$ cat src/rtl/fetch_seq.sv
// ============================================================================
//  Module      : fetch_seq
//  Description : MIPS fetch sequencer. Owns the PC, reads instruction memory
//                over req/ack and hands words to decode over valid/ready.
//                Applies branch/jump redirects, run-enable and halt.
//  Revision    : 1.0 - initial release
// ============================================================================
`default_nettype none

module fetch_seq #(
    parameter int          ADDR_W   = 10,
    parameter int          DATA_W   = 32,
    parameter int unsigned RESET_PC = 0
) (
    input  logic              clk,
    input  logic              rst,
    input  logic              en,
    input  logic              halt_req,
    output logic              imem_req,
    output logic [ADDR_W-1:0] imem_addr,
    input  logic              imem_ack,
    input  logic [DATA_W-1:0] imem_rdata,
    output logic              instr_valid,
    output logic [DATA_W-1:0] instr,
    output logic [ADDR_W-1:0] instr_pc,
    input  logic              instr_ready,
    input  logic              redir_valid,
    input  logic              redir_is_jump,
    input  logic [15:0]       redir_off,
    input  logic [ADDR_W-1:0] redir_target,
    output logic [ADDR_W-1:0] pc_out,
    output logic              halted
);

    localparam logic [1:0] c_IDLE  = 2'd0;
    localparam logic [1:0] c_FETCH = 2'd1;
    localparam logic [1:0] c_ISSUE = 2'd2;
    localparam logic [1:0] c_HALT  = 2'd3;

    localparam logic [ADDR_W-1:0] c_RESET_PC = ADDR_W'(RESET_PC);
    localparam logic [ADDR_W-1:0] c_ONE      = {{(ADDR_W-1){1'b0}}, 1'b1};

    logic [1:0]        r_state;
    logic [ADDR_W-1:0] r_pc;
    logic [ADDR_W-1:0] r_last_pc;
    logic              r_pend;
    logic [ADDR_W-1:0] r_pend_tgt;

    logic [1:0]        w_state_nxt;
    logic [ADDR_W-1:0] w_pc_nxt;
    logic [ADDR_W-1:0] w_last_nxt;
    logic              w_pend_nxt;
    logic [ADDR_W-1:0] w_pend_tgt_nxt;
    logic              w_capture;
    logic              w_req_nxt;
    logic              w_valid_nxt;
    logic              w_ack;
    logic [ADDR_W-1:0] w_off;
    logic [ADDR_W-1:0] w_tgt;

    // An ack only counts against a request actually on the bus; stray acks are ignored.
    assign w_ack  = imem_ack & imem_req;
    assign w_off  = ADDR_W'($signed(redir_off));
    assign w_tgt  = redir_is_jump ? redir_target : (r_last_pc + c_ONE + w_off);
    assign pc_out = r_pc;

    always_comb begin
        w_state_nxt    = r_state;
        w_pc_nxt       = r_pc;
        w_last_nxt     = r_last_pc;
        w_pend_nxt     = r_pend;
        w_pend_tgt_nxt = r_pend_tgt;
        w_capture      = 1'b0;
        case (r_state)
            c_IDLE: begin
                if (redir_valid)
                    w_pc_nxt = w_tgt;
                else if (en && !halt_req)
                    w_state_nxt = c_FETCH;
            end
            c_FETCH: begin
                if (w_ack) begin
                    if (redir_valid || r_pend) begin
                        w_pc_nxt   = redir_valid ? w_tgt : r_pend_tgt;
                        w_pend_nxt = 1'b0;
                    end else begin
                        w_capture   = 1'b1;
                        w_pc_nxt    = r_pc + c_ONE;
                        w_state_nxt = c_ISSUE;
                    end
                end else if (redir_valid) begin
                    w_pend_nxt     = 1'b1;
                    w_pend_tgt_nxt = w_tgt;
                end
            end
            c_ISSUE: begin
                if (redir_valid) begin
                    w_pc_nxt    = w_tgt;
                    w_state_nxt = en ? c_FETCH : c_IDLE;
                end else if (instr_ready) begin
                    w_last_nxt  = instr_pc;
                    w_state_nxt = halt_req ? c_HALT : (en ? c_FETCH : c_IDLE);
                end
            end
            default: begin
                if (redir_valid)
                    w_pc_nxt = w_tgt;
                if (!halt_req)
                    w_state_nxt = en ? c_FETCH : c_IDLE;
            end
        endcase
        // A completed read always drops the request for a cycle, even when FETCH is re-entered.
        w_req_nxt   = (w_state_nxt == c_FETCH) && !((r_state == c_FETCH) && w_ack);
        w_valid_nxt = (w_state_nxt == c_ISSUE);
    end

    always_ff @(posedge clk or posedge rst) begin
        if (rst) begin
            r_state     <= c_IDLE;
            r_pc        <= c_RESET_PC;
            r_last_pc   <= c_RESET_PC;
            r_pend      <= 1'b0;
            r_pend_tgt  <= '0;
            imem_req    <= 1'b0;
            imem_addr   <= '0;
            instr_valid <= 1'b0;
            instr       <= '0;
            instr_pc    <= '0;
            halted      <= 1'b0;
        end else begin
            r_state     <= w_state_nxt;
            r_pc        <= w_pc_nxt;
            r_last_pc   <= w_last_nxt;
            r_pend      <= w_pend_nxt;
            r_pend_tgt  <= w_pend_tgt_nxt;
            imem_req    <= w_req_nxt;
            instr_valid <= w_valid_nxt;
            halted      <= (w_state_nxt == c_HALT);
            if (w_req_nxt && !imem_req)
                imem_addr <= w_pc_nxt;
            if (w_capture) begin
                instr    <= imem_rdata;
                instr_pc <= r_pc;
            end
        end
    end

endmodule

`default_nettype wire

$ cat config.mk
export PLATFORM = sky130hd
export DESIGN_NAME = fetch_seq
export DESIGN_NICKNAME = d
export VERILOG_FILES = /design/src/rtl/fetch_seq.sv
export SDC_FILE = /design/constraint.sdc
export NUM_CORES = 1
export LEC_CHECK = 0
export CORE_UTILIZATION = 45
export CTS_BUF_LIST = sky130_fd_sc_hd__clkbuf_8
export DETAILED_ROUTE_END_ITERATION = 7
export GPL_ROUTABILITY_DRIVEN = 0
export HOLD_SLACK_MARGIN = 0.08
export PLACE_DENSITY = 0.73
export SETUP_SLACK_MARGIN = 0.02
export SLEW_MARGIN = 20
export SYNTH_ARGS = -nofsm -noshare
export SYNTH_HDL_FRONTEND = slang
export SYNTH_SLANG_ARGS = --single-unit
$ cat constraint.sdc
create_clock -name clk -period 3.45 [get_ports clk]
set_input_delay 0.5175 -clock clk [delete_from_list [all_inputs] [get_ports clk]]
set_output_delay 0.5175 -clock clk [all_outputs]
set_load 0.02 [all_outputs]
==> impl_results.md, run 1 <==
* Starting density of the core at 0.4696
* Leakage at 2.755 nW
* CP Max Fanout at 3
* Avg WL per Cell at 16.60 µm
* DR vias/cell at around 5.4
* Global-route wire length before repair at 19.72 mm
* Fraction of the cycle the final worst path needs at 0.8353
* Category of the critical setup timing path: in2reg
* Starting DRC count in detailed routing at 273
* Number of antenna violations at the first check in global routing at 0
* Worst voltage drop across the vdd grid at 0.0004013 V
* Highest attainable clock frequency at 347.0 MHz
* Max-cap check violation count at 0
* Run status: finished clean
* Total global routing overflow at 0
* Final setup violation count at 0
* Clock tree from TritonCTS: yes
* Cts-stage hold buffer count at 0
* Net switching power at around 2.2 mW
* Ant. Diodes at 0
* Most common library cell in the layout ignoring fill and taps: sky130_fd_sc_hd__nand2_1
* Transition at the pin with the smallest max-transition slack at about 760 ps
* Portion of the post-synthesis area used by sequential elements at 0.5004
* Largest net degree at the start of global routing at 64
* Port-buffer cells at between 100 and 150
* DR vias at 3886
* Post-Syn Nets at 544
* Yosys warning total at 0
* Dominant cells by area after synthesis: sky130_fd_sc_hd__dfrtp_1 50%, sky130_fd_sc_hd__nand2_1 12%, sky130_fd_sc_hd__mux2_2 5.4%
* Kind of start point of the critical path: input pin
* Final TNS setup at 0 ps
* Flop pwr share at 0.355
* R2R depth at 10
* Element type at the critical path end: flop
* Total I/O pin count at 131
* Clock network fraction of design power at 0.149
* Post-Synthesis Cell Area at 4400 µm²
* Buffers from clock root to sink, at most at 2
* Depth of the CTS H-tree at 3
* Total wire length at 11.92 mm
* Die area at approximately 10000 µm²
* Internal power at 3.114 mW
* Final Max Tran Viols at 0
* Worst Clk Skew at 12.24 ps
* Final number of hold-violating endpoints at 0
* Number of gates given a new drive strength after cts at 0
* Antenna Nets Post-Route at 0
* Number of buffers inserted during clock tree synthesis at 9
* Die Ht at 100.9 µm
* Count of state elements after synthesis at 88
* Number of cells traversed by the worst hold path at 2
* Relative contribution of combinational cells to total power at 0.497
* Cell type with the highest aggregate area in the netlist: sky130_fd_sc_hd__dfrtp_1
* Crit path required time at 3710 ps
* Number of post-CTS setup repair buffers at 0
* Overall global routing resource usage at 0.2518
* Class of the most critical hold timing path: reg2reg
* Most frequent cells in the layout: 143 x sky130_fd_sc_hd__nand2_1, 124 x sky130_fd_sc_hd__clkdlybuf4s50_1, 88 x sky130_fd_sc_hd__dfrtp_1, 28 x sky130_fd_sc_hd__o21ai_0, 21 x sky130_fd_sc_hd__mux2_2
* Worst path max stage delay at 440 ps
* Final critical-path required period at 2882 ps
* Most used flip-flop cell after synthesis: sky130_fd_sc_hd__dfrtp_1
* Most frequent cell on the critical path: sky130_fd_sc_hd__inv_1
* Die Wd at 100.9 µm
* Clk root buf: sky130_fd_sc_hd__clkbuf_8
* Half-perimeter wire length after placement at between 8 and 9 mm
* Site Rows at 35
* Area share of the largest cell type after synthesis at 0.5004
* Share of total power consumed by net switching at 0.4115
* Power density over the cells at 890.0 nW/µm²
* Post-synth cell types at 51
* Number of nets in the layout at ~660
* Total DRC errors in the routed layout at 0
* Cell-by-cell trace of the critical path: clkdlybuf4s50_1 -> inv_1 -> ha_1 -> inv_1 -> fa_1 -> xor2_1 -> o211ai_1 -> o21ai_0 -> a31o_2 -> a221o_1 -> mux2_4
* Slowest stage cell, crit path: sky130_fd_sc_hd__fa_1
* Clock Latency Late Sink at 360 ps
* Clock-pin slew on the worst setup and hold paths at 90 ps
* Final standard cell utilization of the core at 0.6344
* Number of instances in the synthesized netlist at 467
* Worst endpoint data arrival time at 3140 ps
* Proportion of synthesized flip-flops having asynchronous set or reset at 1.000
* Unrepaired setup endpoints after global routing: false
* DR pass1 iterations at 4
* Syn-to-layout area delta at 35.12%
* Floorplan core area at 9371 µm²
* Total Power at roughly 5.3 mW
* Number of global-route vias before repair at 3942
* Fraction of layout cells with a size suffix above 1 at 0.08489
* Worst hold margin at 478.9 ps
* Post-synth EDFFs at 0
* Mean instance size in the synthesized netlist at about 9.4 µm²
* Sinks on the clock net at 88
* Reg2Reg Setup Slack at 730 ps
* Relative slew margins at 0.4905
-- state kept, by name, indices dropped and copies added (netlist names) --
register	cells
instr	32
r_pend	1
instr_pc	10
pc_out	10
imem_req	1
r_pend_tgt	10
imem_addr	10
r_last_pc	10
r_state	2
instr_valid	1
halted	1
-- synthesized netlist by cell type (all sizes together) (2+ instances only) --
master  number
nand2      143
dfrtp       88
o21ai       29
mux2        25
nor2        20
a21oi       15
buf         12
clkbuf      12
nand3       12
ha          10
inv         10
nand2b      10
mux2i        6
o211ai       6
a211oi       5
a21o         5
a31oi        4
and3         4
nor2b        4
xnor2        4
xor2         4
a211o        3
a221oi       3
a22o         3
o221ai       3
o22ai        3
a221o        2
and3b        2
nand4        2
nor3         2
o31ai        2
-- worst max-delay path, delay by kind of cell --
kind | cells | cell delay, ps
AOI/OAI and AO/OA | 4 | 1060
xor gates and xnor gates | 1 | 180
adders and majority gates | 2 | 600
buffers and inverters | 3 | 520
muxes | 1 | 260
-- kinds of logic after synthesis --
kind of cell | Yosys count | share of synthesized area
and+or+nand+nor | 205 | 0.1996
muxes | 31 | 0.08104
xor gates and xnor gates | 8 | 0.01592
AOI/OAI and AO/OA | 90 | 0.1339
adders and majority gates | 11 | 0.03298
buffers and inverters | 34 | 0.03611
DFF | 88 | 0.5004
-- metrics by stage --
stage	setup WS, ps	instance area [µm²]	cells
after floorplan	653.9	4400	467
after global placement	258.7	5736	703
after detailed placement	204.0	5736	703
after CTS	596.5	5944	718
after global routing	436.2	5946	718
final	568.3	5946	718
-- power by group through the flow --
stage | Clock [mW] | Combinational (mW) | Sequential (mW)
6_report | 0.786 | 2.63 | 1.88
5_1_grt | 0.837 | 2.87 | 1.94
4_1_cts | 0.796 | 2.63 | 1.87
3_5_place_dp | 0 | 2.62 | 1.89
3_3_place_gp | 0 | 2.56 | 1.87
2_1_floorplan | 0 | 1.22 | 2.17
-- metal layers --
| layer | track usage | vias to the layer above | part of all wire |
|---|---|---|---|
| met3 | 0.06935 | 16 | 0.072 |
| met5 | 0 | - | 0 |
| met4 | 0.08138 | 0 | 0.016 |
| met2 | 0.3946 | 153 | 0.47 |
| met1 | 0.3387 | 1885 | 0.44 |
| li1 | - | 1832 | - |
-- final cells by class --
type	count	area, µm²
Clock buffer	9	123.9
Clock inverter	6	85.08
Fill cell	806	3426
Inverter	10	40.04
Multi-Input combinational cell	345	2039
Sequential cell	88	2202
Tap cell	129	161.4
Timing Repair Buffer	131	1294
-- worst paths after layout --
| path | start | endpoint |
|---|---|---|
| setup / recovery | redir_off[0] | imem_addr[2]$_DFFE_PP0P_ |
| hold / removal | instr[21]$_DFFE_PP0P_ | instr[21]$_DFFE_PP0P_ |
| setup reg to reg | r_last_pc[0]$_DFFE_PP0P_ | imem_addr[2]$_DFFE_PP0P_ |
| hold reg to reg | instr[21]$_DFFE_PP0P_ | instr[21]$_DFFE_PP0P_ |
| max in group asynchronous | rst | instr[5]$_DFFE_PP0P_ |
| min in group asynchronous | rst | instr[26]$_DFFE_PP0P_ |
(Power assumes the default switching activity.)
==> inputs of run 2 (changes only) <==
--- a/config.mk
+++ b/config.mk
@@ -5,12 +5,12 @@
 export SDC_FILE = /design/constraint.sdc
 export NUM_CORES = 1
 export LEC_CHECK = 0
-export CORE_UTILIZATION = 45
+export CORE_UTILIZATION = 44
 export CTS_BUF_LIST = sky130_fd_sc_hd__clkbuf_8
 export DETAILED_ROUTE_END_ITERATION = 7
 export GPL_ROUTABILITY_DRIVEN = 0
 export HOLD_SLACK_MARGIN = 0.08
-export PLACE_DENSITY = 0.73
+export PLACE_DENSITY = 0.74
 export SETUP_SLACK_MARGIN = 0.02
 export SLEW_MARGIN = 20
 export SYNTH_ARGS = -nofsm -noshare
==> constraint.sdc (replaced) <==
create_clock -name clk -period 2.5 [get_ports clk]
set_input_delay 0.375 -clock clk [delete_from_list [all_inputs] [get_ports clk]]
set_output_delay 0.375 -clock clk [all_outputs]
set_load 0.02 [all_outputs]
==> impl_results.md, run 2 (synthesis gave the netlist of run 1 again) <==
* Number of buffers inserted during clock tree synthesis at 9 (unchanged)
* Area of the multi-input gates at 2072 µm² (+1.6%)
* Antenna Nets Post-Route at 0 (unchanged)
* Final number of hold-violating endpoints at 0 (unchanged)
* Leakage at 2.875 nW (+4.3%)
* Placed instance area at 5953 µm² (+3.8%)
* DR vias/cell at 5.338 (-1.4%)
* CP Max Fanout at 3 (unchanged)
* Class of the most critical hold timing path: in2async
* Worst path max stage delay at 380 ps (-60 ps)
* Element type at the critical path end: flop
* Unrepaired setup endpoints after global routing: true
* Relative slew margins at 0.6362 (+0.1458)
* Slowest stage cell, crit path: sky130_fd_sc_hd__dfrtp_1
* Worst endpoint data arrival time at 2630 ps (-510 ps)
* Highest attainable clock frequency at 416.8 MHz
* Global-route wire length before repair at 19.58 mm (-0.74%)
* DR pass1 iterations at 7 (+3)
* Ant. Diodes at 0 (unchanged)
* Total global routing overflow at 0 (unchanged)
* Category of the critical setup timing path: reg2reg
* Crit path required time at 2730 ps (-980 ps)
* Fraction of layout cells with a size suffix above 1 at 0.1380 (+0.05310)
* Total DRC errors in the routed layout at 0 (unchanged)
* Site Rows at 36 (+2.9%)
* Starting density of the core at 0.4523 (-0.01727)
* Reg2Reg Setup Slack at 100 ps (-630 ps)
* Worst Setup Slack, final at 100.7 ps (-467.6 ps)
* Port-buffer cells at 124 (unchanged)
* Clock tree from TritonCTS: yes
* Half-perimeter wire length after placement at 8.975 mm (+5.1%)
* Dpl ws at -467.4 ps (-671.4 ps)
* Die Ht at 102.0 µm (+1.1%)
* Buffers from clock root to sink, at most at 2 (unchanged)
* Transition at the pin with the smallest max-transition slack at 545.6 ps (-218.7 ps)
* Clock Latency Late Sink at 350 ps (about the same)
* Final TNS setup at 0 ps (unchanged)
* Die Wd at 102.0 µm (+1.1%)
* Power density over the cells at 1190 nW/µm² (+34%)
* Starting DRC count in detailed routing at 233 (-15%)
* Avg WL per Cell at 16.07 µm (-3.2%)
* Run status: finished clean
* Clk root buf: sky130_fd_sc_hd__clkbuf_8
* Syn-to-layout area delta at 40.60%
* Number of global-route vias before repair at 4040 (+2.5%)
* Clock-pin slew on the worst setup and hold paths at 90 ps (about the same)
* Final Max Tran Viols at 0 (unchanged)
* DR vias at 3998 (+2.9%)
* Final critical-path required period at 2399 ps
* Sinks on the clock net at 88 (unchanged)
* Total wire length at 12.03 mm (+0.96%)
* Worst Clk Skew at 12.16 ps (-0.08550 ps)
* Kind of start point of the critical path: flop
* Most flop-heavy register: instr
* Cell-by-cell trace of the critical path: inv_2 -> ha_4 -> inv_2 -> fa_2 -> xor2_1 -> o211ai_1 -> o21ai_1 -> a31o_2 -> a221o_1 -> mux2_4
* Cts-stage hold buffer count at 0 (unchanged)
* Fraction of the cycle the final worst path needs at 0.9597
* # fillers at 830 (+3.0%)
* Overall global routing resource usage at 0.2439 (-0.007844)
* Depth of the CTS H-tree at 3 (unchanged)
* Floorplan core area at 9729 µm² (+3.8%)
* Most frequent cell on the critical path: sky130_fd_sc_hd__inv_2
* Largest net degree at the start of global routing at 43 (-33%)
* Area taken by flip-flops and latches at 2202 µm² (unchanged)
* Final setup violation count at 0 (unchanged)
* Number of nets in the layout at 688 (+3.9%)
* Die area at 10410 µm² (+2.2%)
* Most frequent cells in the layout: 142 x sky130_fd_sc_hd__nand2_1, 123 x sky130_fd_sc_hd__clkdlybuf4s50_1, 88 x sky130_fd_sc_hd__dfrtp_1, 30 x sky130_fd_sc_hd__buf_4, 26 x sky130_fd_sc_hd__o21ai_0
* Final Instance Area at 6187 µm² (+4.1%)
* Largest register FFs at 32 (unchanged)
* Number of antenna violations at the first check in global routing at 0 (unchanged)
* Most common library cell in the layout ignoring fill and taps: sky130_fd_sc_hd__nand2_1
* Max-cap check violation count at 0 (unchanged)
* Worst voltage drop across the vdd grid at 0.0005544 V (+38%)
* Total I/O pin count at 131 (unchanged)
[run 2: cell count changes in the layout (fill, tap and decap cells not counted), sizes merged]
cell	before	now
clkdlybuf4s50	124	123
dlygate4sd2	0	1
bufinv	2	0
clkinv	1	3
buf	7	33
inv	12	10
clkinvlp	1	3
clkbuf	9	10
[run 2: what timing repair did]
action / CTS / global route
pin swaps: 5 / 4
resized for setup: 9 / 4
endpoints found under the setup margin: 3 / 7
buffers inserted: 3 / 1
[run 2: cell type report]
cell class | instances | share of cell area
Sequential cell | 88 | 0.3559
Multi-Input combinational cell | 345 | 0.3349
Timing Repair Buffer | 157 | 0.2465
Tap cell | 133 | 0.02690
Clock buffer | 10 | 0.02224
Clock inverter | 6 | 0.006876
Inverter | 10 | 0.006673
[run 2: critical path, delay by kind of cell (launching register included)]
| kind | cells | cell delay, ps |
|---|---|---|
| adder cells (fa/ha/maj) | 2 | 490 |
| buffers and inverters | 2 | 110 |
| flip-flops | 1 | 380 |
| AO/OA/AOI/OAI | 4 | 880 |
| multiplexers | 1 | 260 |
| XOR/XNOR | 1 | 160 |
[run 2: metrics by stage]
step	std cells	hold slack, ps	util	total power [mW]
finish	749	370.2	0.6359	7.361
floorplan	467	441.3	-	4.685
global route	749	396.7	0.6359	7.844
global placement	730	457.1	0.6119	6.307
detailed placement	730	461.9	0.6119	6.391
CTS	748	371.7	0.6343	7.351
[run 2: worst paths after layout]
path                                          start                       end  depth (start not counted)
min                                             rst     instr[12]$_DFFE_PP0P_                          2
max                        r_last_pc[0]$_DFFE_PP0P_  imem_addr[2]$_DFFE_PP0P_                         10
max in group asynchronous                       rst          halted$_DFF_PP0_                          3
min in group clk               instr[7]$_DFFE_PP0P_      instr[7]$_DFFE_PP0P_                          2
min reg2reg                    instr[7]$_DFFE_PP0P_      instr[7]$_DFFE_PP0P_                          2
max reg2reg                r_last_pc[0]$_DFFE_PP0P_  imem_addr[2]$_DFFE_PP0P_                         10
[run 2: power breakdown]
group | internal, mW | switching [mW] | total, mW
clock | 0.390 | 0.512 | 0.902
combinational | 1.89 | 1.99 | 3.88
sequential | 2.04 | 0.541 | 2.58
[run 2: metal layers]
metal / wire length [µm] / GRT usage / part of all wire / vias to the layer above
met5: 0 / 0 / 0 / -
met4: 284 / 0.09121 / 0.024 / 0
met3: 1006 / 0.06156 / 0.084 / 30
met2: 5842 / 0.4151 / 0.49 / 189
met1: 4901 / 0.2989 / 0.41 / 1890
li1: - / - / - / 1889
